**src/rtl/sync_fifo_wr_arb_pkg.sv**
```systemverilog
// Shared types and defaults for the sync FIFO write-port arbiter.
package sync_fifo_arb_pkg;

    typedef enum logic {ARB_IDLE, ARB_BURST} arb_state_e;

    localparam int DEF_N_REQ     = 4;
    localparam int DEF_DATA_W    = 32;
    localparam int DEF_MAX_BURST = 8;

    // Beat counter only needs to reach MAX_BURST-1; keep at least one bit.
    function automatic int beat_cnt_width(input int max_burst);
        return (max_burst > 1) ? $clog2(max_burst) : 1;
    endfunction

endpackage

```
**src/rtl/sync_fifo_wr_arb_if.sv**
```systemverilog
// Producer-side handshake and FIFO enqueue bus seen by the write-port arbiter.
interface sync_fifo_wr_arb_if
    import sync_fifo_arb_pkg::*;
#(
    parameter int N_REQ  = DEF_N_REQ,
    parameter int DATA_W = DEF_DATA_W
) ();

    logic [N_REQ-1:0]        req_valid;
    logic [N_REQ*DATA_W-1:0] req_data;
    logic [N_REQ-1:0]        req_last;
    logic [N_REQ-1:0]        req_ready;
    logic                    top_wr_en;
    logic [DATA_W-1:0]       top_wr_data;
    logic                    enq_fifo_full;
    logic                    overflow;

    modport master (
        input  req_valid, req_data, req_last, enq_fifo_full, overflow,
        output req_ready, top_wr_en, top_wr_data
    );

    modport slave (
        output req_valid, req_data, req_last, enq_fifo_full, overflow,
        input  req_ready, top_wr_en, top_wr_data
    );

endinterface

```
**src/rtl/sync_fifo_rr_picker.sv**
```systemverilog
// Combinational round-robin picker: first requester after last_grant, wrapping.
module sync_fifo_rr_picker
    import sync_fifo_arb_pkg::*;
#(
    parameter int N_REQ = DEF_N_REQ
) (
    input  logic [N_REQ-1:0]         req,
    input  logic [$clog2(N_REQ)-1:0] last_grant,
    output logic [$clog2(N_REQ)-1:0] winner,
    output logic                     found
);

    localparam int IDX_W = $clog2(N_REQ);

    int               pos;
    logic [IDX_W-1:0] idx;

    // NOTE: every variable gets a default at the top of always_comb so no path leaves it unassigned (no latch).
    always_comb begin
        winner = '0;
        found  = 1'b0;
        pos    = 0;
        idx    = '0;
        for (int off = 1; off <= N_REQ; off++) begin
            pos = int'(last_grant) + off;
            if (pos >= N_REQ) pos = pos - N_REQ;
            idx = IDX_W'(pos);
            if (!found && req[idx]) begin
                winner = idx;
                found  = 1'b1;
            end
        end
    end

endmodule

```
**src/rtl/sync_fifo_wr_arb.sv**
```systemverilog
// Round-robin, burst-locked arbiter sharing the sync FIFO enqueue port among N producers.
// Optional per-requester grant counters: define SYNC_FIFO_ARB_STATS_EN.
module sync_fifo_wr_arb
    import sync_fifo_arb_pkg::*;
#(
    parameter int N_REQ     = DEF_N_REQ,
    parameter int DATA_W    = DEF_DATA_W,
    parameter int MAX_BURST = DEF_MAX_BURST
`ifdef SYNC_FIFO_ARB_STATS_EN
    ,
    parameter int CNT_W     = 16
`endif
) (
    input  logic                     clk,
    input  logic                     hw_rst,
    input  logic                     sw_rst,
    sync_fifo_wr_arb_if.master       bus,
    output logic [$clog2(N_REQ)-1:0] grant_id,
    output logic                     arb_busy,
    output logic                     ovf_err
`ifdef SYNC_FIFO_ARB_STATS_EN
    ,
    output logic [N_REQ*CNT_W-1:0]   grant_cnt
`endif
);

    localparam int               IDX_W      = $clog2(N_REQ);
    localparam int               BC_W       = beat_cnt_width(MAX_BURST);
    localparam logic [BC_W-1:0]  BEAT_LAST  = BC_W'(MAX_BURST - 1);
    localparam logic [IDX_W-1:0] LAST_INIT  = IDX_W'(N_REQ - 1);

    arb_state_e        state;
    logic [IDX_W-1:0]  last_grant;
    logic [BC_W-1:0]   beat_cnt;
    logic [IDX_W-1:0]  pick_id;
    logic              pick_found;
    logic              in_burst;
    logic              beat;
    logic [DATA_W-1:0] data_arr [N_REQ];

    for (genvar i = 0; i < N_REQ; i++) begin : g_unpack
        assign data_arr[i] = bus.req_data[i*DATA_W +: DATA_W];
    end

    sync_fifo_rr_picker #(.N_REQ(N_REQ)) u_picker (
        .req        (bus.req_valid),
        .last_grant (last_grant),
        .winner     (pick_id),
        .found      (pick_found)
    );

    // A soft reset kills the burst in the same cycle so nothing is written while it is asserted.
    always_comb begin
        in_burst        = (state == ARB_BURST) && !sw_rst;
        beat            = in_burst && bus.req_valid[grant_id] && !bus.enq_fifo_full;
        bus.req_ready   = '0;
        if (in_burst) bus.req_ready[grant_id] = ~bus.enq_fifo_full;
        bus.top_wr_en   = beat;
        bus.top_wr_data = beat ? data_arr[grant_id] : '0;
        arb_busy        = in_burst;
    end

    // NOTE: sequential state is updated with non-blocking assignments only, so every flop sees pre-edge values.
    always_ff @(posedge clk or posedge hw_rst) begin
        if (hw_rst) begin
            state      <= ARB_IDLE;
            grant_id   <= '0;
            last_grant <= LAST_INIT;
            beat_cnt   <= '0;
            ovf_err    <= 1'b0;
        end else if (sw_rst) begin
            state      <= ARB_IDLE;
            grant_id   <= '0;
            last_grant <= LAST_INIT;
            beat_cnt   <= '0;
            ovf_err    <= 1'b0;
        end else begin
            if (bus.overflow || (beat && bus.enq_fifo_full)) ovf_err <= 1'b1;
            case (state)
                ARB_IDLE: begin
                    if (pick_found) begin
                        grant_id   <= pick_id;
                        last_grant <= pick_id;
                        beat_cnt   <= '0;
                        state      <= ARB_BURST;
                    end
                end
                ARB_BURST: begin
                    // A beat held off by full never ends the burst, even if it carries last.
                    if (beat) begin
                        if (bus.req_last[grant_id] || beat_cnt == BEAT_LAST) begin
                            beat_cnt <= '0;
                            state    <= ARB_IDLE;
                        end else begin
                            beat_cnt <= beat_cnt + 1'b1;
                        end
                    end
                end
                default: state <= ARB_IDLE;
            endcase
        end
    end

`ifdef SYNC_FIFO_ARB_STATS_EN
    logic [CNT_W-1:0] cnt_q [N_REQ];

    // NOTE: the counter array is plain flops, not RAM, so it is cleared explicitly by both resets.
    always_ff @(posedge clk or posedge hw_rst) begin
        if (hw_rst) begin
            for (int i = 0; i < N_REQ; i++) cnt_q[i] <= '0;
        end else if (sw_rst) begin
            for (int i = 0; i < N_REQ; i++) cnt_q[i] <= '0;
        end else if (state == ARB_IDLE && pick_found && cnt_q[pick_id] != '1) begin
            cnt_q[pick_id] <= cnt_q[pick_id] + 1'b1;
        end
    end

    always_comb begin
        grant_cnt = '0;
        for (int i = 0; i < N_REQ; i++) grant_cnt[i*CNT_W +: CNT_W] = cnt_q[i];
    end
`endif

endmodule

```
**src/flat_wrapper.sv**
```systemverilog
// flat-port wrapper written by rule: the top's interface ports become plain ports
module sync_fifo_wr_arb_flat import sync_fifo_arb_pkg::*;
#(
    parameter int N_REQ     = DEF_N_REQ,
    parameter int DATA_W    = DEF_DATA_W,
    parameter int MAX_BURST = DEF_MAX_BURST

)
  (clk, hw_rst, sw_rst, grant_id, arb_busy, ovf_err, bus_req_valid, bus_req_data, bus_req_last, bus_enq_fifo_full, bus_overflow, bus_req_ready, bus_top_wr_en, bus_top_wr_data);
  sync_fifo_wr_arb_if #(.N_REQ(N_REQ), .DATA_W(DATA_W)) bus_i ();
  input  logic clk;
  input  logic hw_rst;
  input  logic sw_rst;
  output logic [$clog2(N_REQ)-1:0] grant_id;
  output logic arb_busy;
  output logic ovf_err;
  input wire logic [$bits(bus_i.req_valid)-1:0] bus_req_valid;
  input wire logic [$bits(bus_i.req_data)-1:0] bus_req_data;
  input wire logic [$bits(bus_i.req_last)-1:0] bus_req_last;
  input wire logic [$bits(bus_i.enq_fifo_full)-1:0] bus_enq_fifo_full;
  input wire logic [$bits(bus_i.overflow)-1:0] bus_overflow;
  output wire logic [$bits(bus_i.req_ready)-1:0] bus_req_ready;
  output wire logic [$bits(bus_i.top_wr_en)-1:0] bus_top_wr_en;
  output wire logic [$bits(bus_i.top_wr_data)-1:0] bus_top_wr_data;
  assign bus_i.req_valid = bus_req_valid;
  assign bus_i.req_data = bus_req_data;
  assign bus_i.req_last = bus_req_last;
  assign bus_i.enq_fifo_full = bus_enq_fifo_full;
  assign bus_i.overflow = bus_overflow;
  assign bus_req_ready = bus_i.req_ready;
  assign bus_top_wr_en = bus_i.top_wr_en;
  assign bus_top_wr_data = bus_i.top_wr_data;
  sync_fifo_wr_arb #(.N_REQ(N_REQ), .DATA_W(DATA_W), .MAX_BURST(MAX_BURST)) u_core (.clk(clk), .hw_rst(hw_rst), .sw_rst(sw_rst), .bus(bus_i), .grant_id(grant_id), .arb_busy(arb_busy), .ovf_err(ovf_err));
endmodule
```
**config.mk**
```make
export PLATFORM = sky130hd
export DESIGN_NAME = sync_fifo_wr_arb_flat
export DESIGN_NICKNAME = d
export VERILOG_FILES = /design/src/rtl/sync_fifo_wr_arb_pkg.sv /design/src/rtl/sync_fifo_wr_arb_if.sv /design/src/rtl/sync_fifo_rr_picker.sv /design/src/rtl/sync_fifo_wr_arb.sv /design/src/flat_wrapper.sv
export SDC_FILE = /design/constraint.sdc
export NUM_CORES = 1
export LEC_CHECK = 0
export CORE_AREA = 2 2 70 72
export CTS_BUF_LIST = sky130_fd_sc_hd__clkbuf_8
export DETAILED_ROUTE_END_ITERATION = 6
export DIE_AREA = 0 0 72 74
export DONT_BUFFER_PORTS = 1
export GPL_ROUTABILITY_DRIVEN = 0
export PLACE_DENSITY_LB_ADDON = 0.12
export SLEW_MARGIN = 20
export SYNTH_ARGS = -nofsm -noshare
export SYNTH_HDL_FRONTEND = slang
export SYNTH_SLANG_ARGS = --single-unit
```
**constraint.sdc**
```tcl
create_clock -name clk -period 2.32 [get_ports clk]
set_input_delay 0.464 -clock clk [delete_from_list [all_inputs] [get_ports clk]]
set_output_delay 0.464 -clock clk [all_outputs]
set_load 0.01 [all_outputs]
```
* Word-level counts from Yosys, hierarchy flattened *
Cells that the tools add are included.

word-level totals
  bits in registers = 9
  word-level logic and storage cells = 99
  input port bits = 141
  output and inout bits = 41

cells by class
  equal/unequal tests = 4
  $lt $le $gt $ge = 11
  bitwise logic cells = 4
  multiplexer cells = 47
  add/subtract/negate cells = 9
  reductions and logical operators = 19

operator list
  kind                 count
  $mux 32              3
  $bmux 32 s2          1
  $mux 2               12
  $mux 1               17
  $lt 2x3->1 const B   5
  $bmux 1 s2           6
  $ge 3x3->1 const B   4
  $mux 3               4
  $logic_and 1x1->1    8
  $sub 2x1->2 const B  4
  $add 2x2->3 const B  2
  $pmux 3 s2           1
  $logic_not 1->1      5
  $add 2x3->4 const B  1
  $and 4x4->4          1
  $ge 4x3->1 const B   1
  $mux 4               1
  $reduce_and 2->1     2
  $reduce_bool 2->1    2
  $add 2x1->3 const B  1
  $add 3x1->3 const B  1
  $eq 3x3->1 const B   1
  $ne 3x2->1 const B   1
  $ne 3x3->1 const B   1
  other kinds (7)      9

* Depth between registers and ports, before layout *
  depth after elaboration = 18
  depth in mapped cells = 6
  depth with buffers taken out = 6

* Hierarchy *
A second synthesis with hierarchy kept.

second synthesis, totals
  cell total of the unflattened synthesis = 148
  area total of the unflattened synthesis = 1,601.5 um^2

modules (own cells, without submodules)
  module               times used  cells an instance  area an instance (um^2)  sequential area each (um^2)
  sync_fifo_wr_arb     1           134                1,510.2                  227.7
  sync_fifo_rr_picker  1           14                 91.3                     0.0

* Worst setup path before layout *
Ideal clock, no wire load.

  path type = register to output
  start point = register u_core.grant_id[0]
  end point = output port bus_top_wr_data[17]
  path slack = 0.264 ns
  required time = 1.856 ns
  path buffers = 2
  stages on the path, launching flop included = 5
  arrival time = 1.592 ns
  path through = dfrtp_1 -> buf_4 -> buf_4 -> mux4_2 -> and3_1

on the way
  cells in the longest elaborated chain, start to end = 5
  elaborated cells between the ends (all ways) = 9
  classes of those cells = 6 x mux; 1 x bitwise; 2 x reduce/logical

RTL lines
  item                                                                                    RTL line                                        RTL
  start: declaration                                                                      sync_fifo_wr_arb.sv:18                          output logic [$clog2(N_REQ)-1:0] grant_id,
  start signal: assignment                                                                sync_fifo_wr_arb.sv:82                          grant_id <= pick_id;
  $not 2->3 (not written as such) / $bmux 1 s2 (equally long branches)                    sync_fifo_wr_arb.sv:59, sync_fifo_wr_arb.sv:55
  $bmux 32 s2 / $mux 1 (equally long branches)                                            sync_fifo_wr_arb.sv:59, sync_fifo_wr_arb.sv:55
  $mux 32 (not written as such) / $logic_and 1x1->1 (equally long branches) (2 in a row)  sync_fifo_wr_arb.sv:59, sync_fifo_wr_arb.sv:55
  $mux 32 *                                                                               sync_fifo_wr_arb.sv:59                          bus.top_wr_data = beat ? data_arr[grant_id] : '0;
  end: declaration                                                                        flat_wrapper.sv:24                              output wire logic [$bits(bus_i.top_wr_data)-1:0] bus_top_wr_data;

Mark *: on every way between the ends. The rest lies on a longest branch, timed or not. The select of a mux whose other input is x is not followed.

* Worst setup path after layout *
  start point = register u_core.grant_id[0]
  end point = output port bus_top_wr_data[20]

The elaborated chain is that of the path after synthesis.

==> results.tsv <==
metric	value	unit
outcome	complete, no violations	
final worst slack	0.1164	ns
final-report hold violation count	0	
FF-to-FF End	u_core.beat_cnt[0]	
Net Count, Synth	283	
CTS Sinks	9	
pre-CTS WS	0.3568	ns
Setup TNS	0	ns
Worst setup EP type	primary output	
ys flop type	dfrtp_1	
number of global-route vias before repair	1302	
Finished Cell Area	0.001669	mm2
cell area after synthesis	0.001577	mm2
number of enable flip-flop cells after synthesis	0	
post-route minimum period	2.204	ns
total track usage	17.12	%
Worst setup SP type	register	
fmax	453.8	MHz
pin count of the biggest net entering global routing	37	
flop-to-flop setup slack	0.46	ns
fillcell total	455	
final setup vio count	0	
metal3 WL	420	um
initial antenna violation count	0	
Max Used Layer	met4	
wire length per cell	27.43	um
Met1 Wirelength	1929	um
Synth top area share	47.14	%
Pleak	0.6860	nW
DIE HEIGHT	74	um
Critical Path Fanout Max	33	
crit path DAT	1.74	ns
DRC	0	
Setup Crit Path Kind	register to primary output	
Clk Latency, worst-skew pair	0.24	ns
Yosys reg bits	9	
cts hold-fix bufs	0	
top-level I/O count	182	
Vias	1289	
post-synth cell types	31	
final hold slack	0.08537	ns
class of the worst hold path	primary input to asynchronous set/reset pin	
Post-CTS Setup Bufs	0	
worst reg2reg path depth	5	
detailed placer's ending HPWL	4304	um
WP data required	1.86	ns
synth warn	0	
PostCTS Resize Cnt	0	
quantity of I/O buffers inserted on ports	0	
GRT Residual Overflow	0	
Worst R2R Start	u_core.grant_id[0]	
Max Cap Violations	0	
TritonCTS buffer count	3	
period utilization	94.98	%
leading area contributor after synthesis	mux4_2	
Initial DRC Count	51	
CTS tree	done	
H-tree levels	1	
vias per cell	6.856	
drt total wl	5157	um
synth top area cells	mux4_2 47%, and3_1 13%, dfrtp_1 11%	
layout cells sized above 1	38.06	%
post-layout util	36.30	%
Antenna Cells	0	
DR WL met2	2731	um
Layout area overhead	5.873	%
core box area	0.004598	mm2
clk slew on worst S/H paths	0.04	ns
Max Root-Sink Buffers	2	
first drt pass iteration count	4	
first-pass GRT wire length	6941	um
max_slew headroom	67.09	%
worst-margin pin slew	0.4892	ns
# nets final	278	
CTS root buf	clkbuf_8	
peak supply drop	0.2615	mV
Post-DP Area	0.001624	mm2
max-slew violations	0	
mean post-synth cell area	11.26	um2
power per cell area	402.8	mW/mm2
Die Area	0.005328	mm2
register area share after synthesis	14.44	%
std cell rows	25	
Detail Route Antenna Nets	0	
ys async rst share	100.0	%
DIE WIDTH	72	um
Worst Skew	0.0005983	ns
Cells after Synth	140	
Initial Util	34.29	%
RSZ-0062 raised after global routing	no	
-- sequential cells by signal, summed over array words and instances, names as in the netlist --
| register | cells |
|---|---|
| u_core.beat_cnt | 3 |
| u_core.grant_id | 2 |
| u_core.last_grant | 2 |
| u_core.ovf_err | 1 |
| u_core.state | 1 |
-- routing by layer --
| metal | global-route usage (%) | up-vias |
|---|---|---|
| met1 | 22.17 | 638 |
| li1 | - | 560 |
| met5 | 0 | - |
| met3 | 2.439 | 9 |
| met4 | 5.031 | 0 |
| met2 | 30.04 | 82 |
-- per-stage QoR --
| stage | std cells | power [mW] |
|---|---|---|
| after detailed placement | 184 | 0.4963 |
| after CTS | 188 | 0.6813 |
| after global routing | 188 | 0.7125 |
| after floorplan | 140 | 0.4531 |
| final | 188 | 0.6724 |
| after global placement | 184 | 0.4918 |
-- power breakdown --
group          internal, mW  leakage [nW]  total [mW]  switching [mW]
logic                 0.171         0.548       0.311           0.140
registers             0.170         0.111       0.181          0.0106
clock network         0.116        0.0269       0.181          0.0654
total                 0.456         0.686       0.672           0.216
-- cells by family after synthesis --
kind of cell	Yosys count	share of synthesized area (%)
AO/OA/AOI/OAI	13	5.794
adder cells (fa/ha/maj)	2	1.587
buffers and inverters	19	5.555
flip-flops	9	14.44
multiplexers	36	49.13
AND/OR/NAND/NOR	61	23.49
-- worst max path at each step --
stage / start / to / slack (ns) / depth (start not counted)
2_1_floorplan: u_core.grant_id[0] / bus_top_wr_data[17] / 0.26 / 4
3_5_place_dp: bus_req_valid[3] / bus_top_wr_data[28] / 0.36 / 2
4_1_cts: u_core.grant_id[0] / bus_top_wr_data[28] / 0.12 / 3
6_report: u_core.grant_id[0] / bus_top_wr_data[20] / 0.12 / 3
3_3_place_gp: u_core.grant_id[0] / bus_top_wr_data[12] / 0.38 / 3
5_1_grt: u_core.grant_id[0] / bus_top_wr_data[28] / 0.04 / 3
-- layout by cell type, fill, tap and decap left out, types with 4 or more instances in the layout --
| cell type | netlist | routed |
|---|---|---|
| buf_4 | 2 | 4 |
| nand2_1 | 5 | 5 |
| nor2_1 | 8 | 8 |
| inv_1 | 4 | 5 |
| nand2b_1 | 4 | 4 |
| dfrtp_1 | 7 | 5 |
| and3_1 | 33 | 33 |
| mux4_2 | 33 | 33 |
-- Yosys cell counts, types with 3 or more instances --
cell type and count:
dfrtp_1 7, nand2b_1 4, nand2_1 5, inv_1 4, mux4_2 33, a21oi_1 3
clkbuf_1 6, and3_1 33, nor2_1 8, buf_2 7, nor2b_1 3
-- final cells by class --
class / count / area (um2) / area share, %
multi-input cells: 112 / 1261 / 75.56
flip-flops and latches: 9 / 230.2 / 13.79
well taps: 54 / 67.56 / 4.048
repair buffers: 5 / 50.05 / 2.999
clock buffers: 3 / 41.29 / 2.474
inverters: 4 / 15.01 / 0.8996
clock inverters: 1 / 3.754 / 0.2249
-- worst max-delay path, stage by stage (launching register included) --
cell     delay, ns
dfrtp_2       0.38
buf_12        0.21
mux4_2        0.58
and3_1        0.33
(Power assumes the default switching activity.)
